$ cat config.mk
export PLATFORM = sky130hd
export DESIGN_NAME = muldiv_unit
export DESIGN_NICKNAME = d
export VERILOG_FILES = /design/src/rtl/muldiv_pkg.sv /design/src/rtl/muldiv_unit.sv
export SDC_FILE = /design/constraint.sdc
export NUM_CORES = 1
export LEC_CHECK = 0
export BUFFER_PORTS_ARGS = -buffer_cell sky130_fd_sc_hd__buf_2
export CAP_MARGIN = 10
export CORE_MARGIN = 1.5
export CORE_UTILIZATION = 49
export DETAILED_ROUTE_END_ITERATION = 8
export GPL_TIMING_DRIVEN = 0
export PLACE_DENSITY = 0.76
export SYNTH_ARGS = -nofsm -noshare
export SYNTH_HDL_FRONTEND = slang
export SYNTH_SLANG_ARGS = --single-unit
$ cat constraint.sdc
create_clock -name clk -period 4 [get_ports clk]
set_input_delay 0.8 -clock clk [delete_from_list [all_inputs] [get_ports clk]]
set_output_delay 0.8 -clock clk [all_outputs]
set_load 0.02 [all_outputs]
$ cat src/rtl/muldiv_pkg.sv
// Shared types and decode helpers for the iterative RV32M multiply/divide unit.
package muldiv_pkg;

    // RV32M funct3 encodings
    typedef enum logic [2:0] {
        OpMul    = 3'b000,
        OpMulh   = 3'b001,
        OpMulhsu = 3'b010,
        OpMulhu  = 3'b011,
        OpDiv    = 3'b100,
        OpDivu   = 3'b101,
        OpRem    = 3'b110,
        OpRemu   = 3'b111
    } op_e;

    typedef enum logic [1:0] {
        StIdle = 2'd0,
        StCalc = 2'd1,
        StFix  = 2'd2,
        StDone = 2'd3
    } state_e;

    function automatic logic is_div(op_e op);
        return op inside {OpDiv, OpDivu, OpRem, OpRemu};
    endfunction

    function automatic logic is_signed_a(op_e op);
        return op inside {OpMul, OpMulh, OpMulhsu, OpDiv, OpRem};
    endfunction

    function automatic logic is_signed_b(op_e op);
        return op inside {OpMul, OpMulh, OpDiv, OpRem};
    endfunction

endpackage

$ cat src/rtl/muldiv_unit.sv
// Iterative radix-2 multiply/divide unit (RV32M) with valid/ready handshakes and flush.
// Operands are converted to magnitudes at accept, the core iterates on unsigned values
// for DATA_WIDTH cycles, and signs are reapplied in a single fix-up cycle.
module muldiv_unit
    import muldiv_pkg::*;
#(
    parameter int unsigned DATA_WIDTH    = 32,
    parameter int unsigned OPCODE_LENGTH = 3
) (
    input  logic                     clk,
    input  logic                     reset,
    input  logic                     in_valid,
    output logic                     in_ready,
    input  logic [OPCODE_LENGTH-1:0] Operation,
    input  logic [DATA_WIDTH-1:0]    SrcA,
    input  logic [DATA_WIDTH-1:0]    SrcB,
    input  logic                     flush,
    output logic                     out_valid,
    input  logic                     out_ready,
    output logic [DATA_WIDTH-1:0]    Result
);

    localparam int unsigned W    = DATA_WIDTH;
    localparam int unsigned CntW = $clog2(DATA_WIDTH);

    localparam logic [W-1:0] MostNeg = {1'b1, {(W-1){1'b0}}};
    localparam logic [W-1:0] AllOnes = {W{1'b1}};

    // State and datapath registers
    state_e          state_q, state_d;
    op_e             op_q, op_d;
    logic            neg_a_q, neg_a_d;
    logic            neg_b_q, neg_b_d;
    logic [W:0]      hi_q, hi_d;      // product high half / partial remainder
    logic [W-1:0]    lo_q, lo_d;      // multiplier -> product low half / dividend -> quotient
    logic [W-1:0]    b_q, b_d;        // multiplicand / divisor magnitude
    logic [CntW-1:0] cnt_q, cnt_d;
    logic [W-1:0]    result_q, result_d;
    logic            out_valid_q, out_valid_d;

    // Input decode
    op_e          op_in;
    logic         in_neg_a, in_neg_b;
    logic [W-1:0] a_mag, b_mag;
    logic         div_by_zero, div_ovf;

    assign op_in       = op_e'(Operation[2:0]);
    assign in_neg_a    = is_signed_a(op_in) & SrcA[W-1];
    assign in_neg_b    = is_signed_b(op_in) & SrcB[W-1];
    assign a_mag       = in_neg_a ? -SrcA : SrcA;
    assign b_mag       = in_neg_b ? -SrcB : SrcB;
    assign div_by_zero = is_div(op_in) && (SrcB == '0);
    // Only the signed divide/remainder ops can overflow
    assign div_ovf     = (op_in inside {OpDiv, OpRem}) && (SrcA == MostNeg) && (SrcB == AllOnes);

    // One iteration of shift-add multiply
    logic [W:0] mul_sum;
    assign mul_sum = hi_q + {1'b0, (lo_q[0] ? b_q : {W{1'b0}})};

    // One iteration of restoring divide; diff[W] set means the trial subtraction borrowed
    logic [W:0] div_shift, div_diff;
    logic       div_ge;
    assign div_shift = {hi_q[W-1:0], lo_q[W-1]};
    assign div_diff  = div_shift - {1'b0, b_q};
    assign div_ge    = ~div_diff[W];

    // Sign fix-up of the finished iteration
    logic [2*W-1:0] prod_raw, prod_fix;
    logic [W-1:0]   quot_fix, rem_fix, fix_result;
    assign prod_raw = {hi_q[W-1:0], lo_q};
    assign prod_fix = (neg_a_q ^ neg_b_q) ? -prod_raw : prod_raw;
    assign quot_fix = (neg_a_q ^ neg_b_q) ? -lo_q : lo_q;
    assign rem_fix  = neg_a_q ? -hi_q[W-1:0] : hi_q[W-1:0];

    // Output selection by operation
    always_comb begin
        fix_result = '0;
        unique case (op_q)
            OpMul:                       fix_result = prod_fix[W-1:0];
            OpMulh, OpMulhsu, OpMulhu:   fix_result = prod_fix[2*W-1:W];
            OpDiv, OpDivu:               fix_result = quot_fix;
            OpRem, OpRemu:               fix_result = rem_fix;
            default:                     fix_result = '0;
        endcase
    end

    // Next-state and datapath update
    always_comb begin
        state_d     = state_q;
        op_d        = op_q;
        neg_a_d     = neg_a_q;
        neg_b_d     = neg_b_q;
        hi_d        = hi_q;
        lo_d        = lo_q;
        b_d         = b_q;
        cnt_d       = cnt_q;
        result_d    = result_q;
        out_valid_d = out_valid_q;

        unique case (state_q)
            StIdle: begin
                if (in_valid && !flush) begin
                    op_d    = op_in;
                    neg_a_d = in_neg_a;
                    neg_b_d = in_neg_b;
                    hi_d    = '0;
                    lo_d    = a_mag;
                    b_d     = b_mag;
                    cnt_d   = CntW'(W - 1);
                    if (div_by_zero) begin
                        // REM/REMU return the dividend, DIV/DIVU return all ones
                        result_d    = op_in[1] ? SrcA : AllOnes;
                        out_valid_d = 1'b1;
                        state_d     = StDone;
                    end else if (div_ovf) begin
                        result_d    = op_in[1] ? {W{1'b0}} : MostNeg;
                        out_valid_d = 1'b1;
                        state_d     = StDone;
                    end else begin
                        state_d = StCalc;
                    end
                end
            end
            StCalc: begin
                if (is_div(op_q)) begin
                    hi_d = div_ge ? div_diff : div_shift;
                    lo_d = {lo_q[W-2:0], div_ge};
                end else begin
                    hi_d = {1'b0, mul_sum[W:1]};
                    lo_d = {mul_sum[0], lo_q[W-1:1]};
                end
                cnt_d = cnt_q - 1'b1;
                if (cnt_q == '0) begin
                    state_d = StFix;
                end
            end
            StFix: begin
                result_d    = fix_result;
                out_valid_d = 1'b1;
                state_d     = StDone;
            end
            StDone: begin
                if (out_ready) begin
                    out_valid_d = 1'b0;
                    state_d     = StIdle;
                end
            end
            default: state_d = StIdle;
        endcase

        // Flush wins over accept and over the output handshake
        if (flush) begin
            state_d     = StIdle;
            out_valid_d = 1'b0;
        end
    end

    // State registers with synchronous reset
    always_ff @(posedge clk) begin
        if (reset) begin
            state_q     <= StIdle;
            op_q        <= OpMul;
            neg_a_q     <= 1'b0;
            neg_b_q     <= 1'b0;
            hi_q        <= '0;
            lo_q        <= '0;
            b_q         <= '0;
            cnt_q       <= '0;
            result_q    <= '0;
            out_valid_q <= 1'b0;
        end else begin
            state_q     <= state_d;
            op_q        <= op_d;
            neg_a_q     <= neg_a_d;
            neg_b_q     <= neg_b_d;
            hi_q        <= hi_d;
            lo_q        <= lo_d;
            b_q         <= b_d;
            cnt_q       <= cnt_d;
            result_q    <= result_d;
            out_valid_q <= out_valid_d;
        end
    end

    assign in_ready  = (state_q == StIdle);
    assign out_valid = out_valid_q;
    assign Result    = result_q;

endmodule

==> impl_metrics.csv, run 1 <==
group,metric,value,unit
routing,firstDrtPassIters,9,
cts,root_buffer,"clkbuf_16",
cells_and_area,diodes,0,
worst_setup_path,worst_path_max_delay_cell,"a31oi_2",
place,port_buffers,104,
synthesis,synthCells,2072,
cts,cts_buffer_depth,2,
global_routing,grt_overflow,0,
cts,clkSlewWorstSetupHoldPaths,0.07,ns
timing,hold_viol,0,
worst_setup_path,cp_slowest_stage_delay,0.42,ns
routing,vias,17683,
power,power.density,268,nW/µm²
worst_setup_path,crit_fanout,10,
die,design.die.area,30700,µm²
synthesis,synth_fa_ha_area_frac,0.0691,
synthesis,ys_seq_elements,142,
global_routing,grt_max_degree,17,
worst_setup_path,worst_ep_required_time,4.35,ns
cts,post_cts_buffers,0,
worst_setup_path,critPathKind,"register to register",
synthesis,synth-edff-count,0,
synthesis,avgSynthCellArea,7.00,µm²
place,place.gp.congestion,1.04,
min_path,whs_path_depth,2,
synthesis,synth-compound-area-share,0.302,
timing,finClkSkew,0.0134,ns
power,ir_drop,300,µV
routing,drtIter0Drc,2648,
worst_setup_path,arrival,4.29,ns
synthesis,synth-seq-area-share,0.196,
synthesis,synth_top_cell_by_area,"dfxtp_1",
synthesis,synth_top_family_by_area,"compound AO/OA/AOI/OAI gates",
die,rows,62,
die,ios,106,
routing,drtAntennaViolNets,0,
timing,finalSetupViolCount,0,
timing,finalCritPeriodShare,0.985,
timing,rsz0062_at_grt,"yes",
synthesis,synth_mux_area_frac,0.0353,
synthesis,synth-main-ff-cell,"dfxtp_1",
cells_and_area,fin_nets,2348,
power,power_leakage,6.14,nW
cts,worst_skew_pair.late_latency,0.47,ns
timing,worst_pin_slew,1.21,ns
synthesis,synth_xor_area_frac,0.0978,
global_routing,grt_pass1_wl,97700,µm
timing,fmax,254,MHz
cells_and_area,areaGrowthSynthToFinish,11.9,%
timing,drv_slew,0,
routing,viasPerCell,6.82,
global_routing,antenna_found_initial,0,
min_path,min_path_type,"register to register",
worst_setup_path,crit_path_end_kind,"register",
routing,totalWireLength,65900,µm
global_routing,grt_use_total,0.421,
die,initial_core_util,0.502,
synthesis,synth_top_area_share,0.196,
global_routing,grt_pass1_vias,15915,
cts,cts_max_level,4,
cts,numCtsBuffers,17,
cells_and_area,fillers,2920,
worst_setup_path,r2r_cells,13,
synthesis,synth_area,14500,µm²
worst_setup_path,critPathLaunchType,"register",
die,core_area,28900,µm²
worst_setup_path,crit_chain,"clkbuf_1 -> inv_1 -> buf_2 -> ha_2 -> nor2b_1 -> nand3_1 -> nor3_2 -> clkbuf_2 -> o21ai_0 -> o21ai_0 -> o21ai_0 -> a31oi_2 -> a21oi_1",
cells_and_area,drive_gt1_frac,0.0937,
timing,min_period,3.94,ns
cts,clkSinkCount,142,
run_status,status,"completed",
cts,hold_buffers,0,
cts,cts_tree,"done",
routing,wire_per_inst,25.4,µm
timing,worst_hold_slack,0.467,ns
worst_setup_path,critPathMostFrequentCell,"o21ai_0",
die,die_height,175,µm
synthesis,synth_most_common_cell,"nor2_1",
die,die_w,175,µm
timing,maxSlewHeadroom,0.183,
synthesis,synth_warnings,0,
routing,drc,0,
synthesis,synthSimpleGateAreaFrac,0.241,
synthesis,synthTopCellsByArea,"dfxtp_1 (20%), ha_1 (6.6%), a21oi_1 (6.3%)",
synthesis,netlist_top_cells_count,"nor2_1 (237), nand2_1 (214), a21oi_1 (184)",
place,dp_hpwl,52000,µm
power,p_total,4.35,mW
synthesis,syn_nets,2223,
synthesis,synthArstFlopShare,0,
job,cap_violations,0,
synthesis,ys_types,86,
## kinds of logic after synthesis
logic type | after synthesis
adders and majority gates | 79
xor gates and xnor gates | 162
DFF | 142
muxes | 51
and+or+nand+nor | 743
buffers and inverters | 220
AOI/OAI and AO/OA | 675
## layout make-up
cell class,instances,area [µm²],share of cell area
Sequential cell,142,2850,0.176
Buffer,146,591,0.0364
Inverter,72,270,0.0166
Tap cell,384,480,0.0296
Clock buffer,19,443,0.0273
Timing Repair Buffer,108,543,0.0334
Clock inverter,13,120,0.00740
Multi-Input combinational cell,1710,10900,0.674
## through the flow
step           utilization  setup TNS (ns)  setup slack, ns  instance area [µm²]  cells
2_1_floorplan            -               0            0.378                14500   2072
3_3_place_gp         0.536          -35.18            -1.18                15500   2560
3_5_place_dp         0.537          -35.09            -1.14                15500   2564
4_1_cts              0.559               0           0.0528                16200   2594
5_1_grt              0.561          -0.129           -0.102                16200   2594
6_report             0.561               0           0.0581                16200   2594
## report_power, final
group          switching (mW)  internal [mW]  leakage (nW)
Clock                   0.785          0.836         0.281
Sequential             0.0574           1.47          1.16
Combinational           0.832          0.377          4.70
Total                    1.67           2.68          6.14
## critical path, delay by kind of cell, from the launching register on
kind	cells	cell delay, ns
adder cells (fa/ha/maj)	1	0.39
AND/OR/NAND/NOR	3	0.92
buffers and inverters	4	1.23
AO/OA/AOI/OAI	5	0.96
flip-flops	1	0.30
## path summary, 6_finish.rpt
kind / from / to / slack, ns
setup / recovery: lo_q[0] / Result[0] / 0.06
hold / removal: Result[8] / Result[8] / 0.47
setup reg to reg: lo_q[0] / Result[0] / 0.06
hold reg to reg: Result[8] / Result[8] / 0.47
## sequential cells by signal (all words and copies together), names as in the netlist
register,flops
Result,32
b_q,32
cnt_q,5
hi_q,33
lo_q,32
neg_a_q,1
neg_b_q,1
op_q,3
out_valid,1
state_q,2
## layer usage
metal,GRT usage,vias to the layer above,part of all wire
met3,0.123,171,0.14
met4,0.147,0,0.034
met2,0.607,1150,0.41
li1,-,7852,-
met1,0.593,8510,0.42
met5,0,-,0
## timing repair
| action | 4_1_cts | 5_1_grt |
|---|---|---|
| pin swaps | 0 | 2 |
| endpoints found under the setup margin | 43 | 37 |
| resized for setup | 25 | 18 |
## layout by cell type (no fill, tap or decap), types with 10 or more instances in the layout
master and count:
a21o_1 18, inv_1 71, nand2_1 212, a211oi_1 49
clkbuf_1 120, o21a_1 11, nand2b_1 25, and3_1 12
nor2b_1 13, a21oi_1 180, o31ai_1 19, or3_1 21
nor4_1 30, nor2_1 235, buf_1 13, ha_1 75
or4_1 12, xnor2_1 88, nor3_1 56, dfxtp_1 138
clkbuf_16 17, o21ai_0 150, buf_2 112, mux2i_1 49
o22ai_1 14, o41ai_1 15, a31oi_1 38, nand3_1 43
a22oi_1 11, o211ai_1 56, a311oi_1 10, and2_1 14
nand4_1 21, o221ai_1 15, xor2_1 74
Note: power is estimated with default switching activity, not from simulation.
==> run 2, diff against run 1 <==
--- a/config.mk
+++ b/config.mk
@@ -8,10 +8,10 @@
 export BUFFER_PORTS_ARGS = -buffer_cell sky130_fd_sc_hd__buf_2
 export CAP_MARGIN = 10
 export CORE_MARGIN = 1.5
-export CORE_UTILIZATION = 49
+export CORE_UTILIZATION = 45
 export DETAILED_ROUTE_END_ITERATION = 8
 export GPL_TIMING_DRIVEN = 0
-export PLACE_DENSITY = 0.76
+export PLACE_DENSITY = 0.71
 export SYNTH_ARGS = -nofsm -noshare
 export SYNTH_HDL_FRONTEND = slang
 export SYNTH_SLANG_ARGS = --single-unit
==> impl_metrics.csv, run 2 (synthesis gave the netlist of run 1 again) <==
group,metric,value,unit
run_status,status,"completed",
power,combPwrFrac,0.278,
cts,clkSinkCount,142,
global_routing,grt_pass1_wl,95700,µm
timing,fmax,252,MHz
timing,worst_hold_slack,0.459,ns
global_routing,grt_overflow,0,
cells_and_area,fin_nets,2350,
routing,firstDrtPassIters,7,
cts,cts_tree,"done",
cts,numCtsBuffers,17,
timing,finClkSkew,0.0103,ns
routing,drc,0,
cells_and_area,largest_reg_flops,33,
job,cap_violations,0,
global_routing,antenna_found_initial,0,
cells_and_area,top_register,"hi_q",
timing,hold_viol,0,
place,dp_hpwl,51100,µm
die,core_area,31600,µm²
global_routing,grt_pass1_vias,15821,
power,p_seq_frac,0.346,
cts,cts_buffer_depth,2,
cts,clkSlewWorstSetupHoldPaths,0.07,ns
cells_and_area,final_area,16300,µm²
cells_and_area,final_cell_mix,"nor2_1 (235), nand2_1 (212), a21oi_1 (181)",
place,place.gp.congestion,1.04,
worst_setup_path,cp_slowest_stage_delay,0.87,ns
cells_and_area,final_common_cell,"nor2_1",
global_routing,grt_max_degree,17,
die,ios,106,
power,power_leakage,6.17,nW
power,switching_share,0.368,
timing,rsz0062_at_grt,"yes",
worst_setup_path,worst_path_max_delay_cell,"a2111oi_1",
routing,vias,17533,
timing,maxSlewHeadroom,0.145,
power,power.internal,2.77,mW
power,clkPwrFrac,0.376,
routing,drtIter0Drc,2506,
routing,totalWireLength,64700,µm
power,switchingPower,1.61,mW
cts,hold_buffers,0,
timing,finalCritPeriodShare,0.991,
cells_and_area,areaGrowthSynthToFinish,12.6,%
worst_setup_path,worst_ep_required_time,4.31,ns
cts,cts_max_level,4,
die,rows,65,
min_path,min_path_type,"register to register",
place,dpl_cell_area,15600,µm²
die,die_height,183,µm
worst_setup_path,arrival,4.28,ns
worst_setup_path,crit_chain,"buf_2 -> nor4_1 -> nand4b_1 -> or4_4 -> o31ai_4 -> a22oi_2 -> a2111oi_1 -> a221oi_1",
worst_setup_path,crit_fanout,8,
cells_and_area,drive_gt1_frac,0.0963,
routing,viasPerCell,6.70,
cts,root_buffer,"clkbuf_16",
worst_setup_path,crit_path_end_kind,"register",
global_routing,grt_use_total,0.379,
timing,min_period,3.97,ns
power,ir_drop,321,µV
power,power.density,268,nW/µm²
die,die_w,183,µm
timing,finalSetupViolCount,0,
timing,drv_slew,0,
power,p_total,4.38,mW
place,port_buffers,104,
die,initial_core_util,0.459,
routing,wire_per_inst,24.7,µm
routing,drtAntennaViolNets,0,
cts,worst_skew_pair.late_latency,0.47,ns
worst_setup_path,critPathKind,"input pin to register",
die,design.die.area,33300,µm²
worst_setup_path,critPathLaunchType,"input pin",
timing,worst_pin_slew,1.27,ns
==> run 2: layout make-up <==
class	instances	area (µm²)
inverter	72	274
timing repair buffer	110	569
multi-input combinational	1710	11000
clock buffer	21	440
sequential	142	2860
antenna	1	2.50
clock inverter	11	131
fill	3174	15300
buffer	146	602
tap	402	503
==> run 2: final timing paths <==
kind                            startpoint          to  slack [ns]  cells past startpoint
worst min register to register   Result[8]   Result[8]        0.46                      2
worst min-delay path             Result[8]   Result[8]        0.46                      2
worst max-delay path               SrcA[4]  Result[27]        0.03                      8
worst max register to register     neg_b_q  Result[28]        0.07                      8
==> run 2: layer usage <==
metal,wire length [µm],GRT usage,up-vias
met5,0,0,-
met4,2460,0.150,0
met3,8520,0.102,198
met2,26700,0.552,1198
met1,27000,0.525,8272
li1,-,-,7865
==> run 2: worst max-delay path, delay by kind of cell <==
family | cells | cell delay [ns]
and+or+nand+nor | 3 | 1.67
AOI/OAI and AO/OA | 4 | 1.67
buffers and inverters | 1 | 0.13
==> run 2: through the flow <==
stage	util	TNS, ns	setup slack, ns	instances
after floorplan	-	0	0.378	2072
after global placement	0.491	-33.22	-1.16	2578
after detailed placement	0.492	-35.03	-1.23	2581
after CTS	0.512	0	0.00429	2611
after global routing	0.517	-0.0425	-0.0207	2614
final	0.517	0	0.0345	2615
==> run 2: power groups by stage <==
stage,registers [mW],clock network [mW],logic (mW)
2_1_floorplan,1.53,0,0.741
3_5_place_dp,1.55,0,1.14
6_report,1.52,1.65,1.22
5_1_grt,1.52,1.69,1.29
4_1_cts,1.52,1.64,1.15
3_3_place_gp,1.55,0,1.13
==> run 2: timing repair <==
action	CTS	global route
pin swaps	1	6
resized for setup	23	38
hold endpoints to repair	0	0
setup buffers	0	3
setup endpoints to repair	40	36
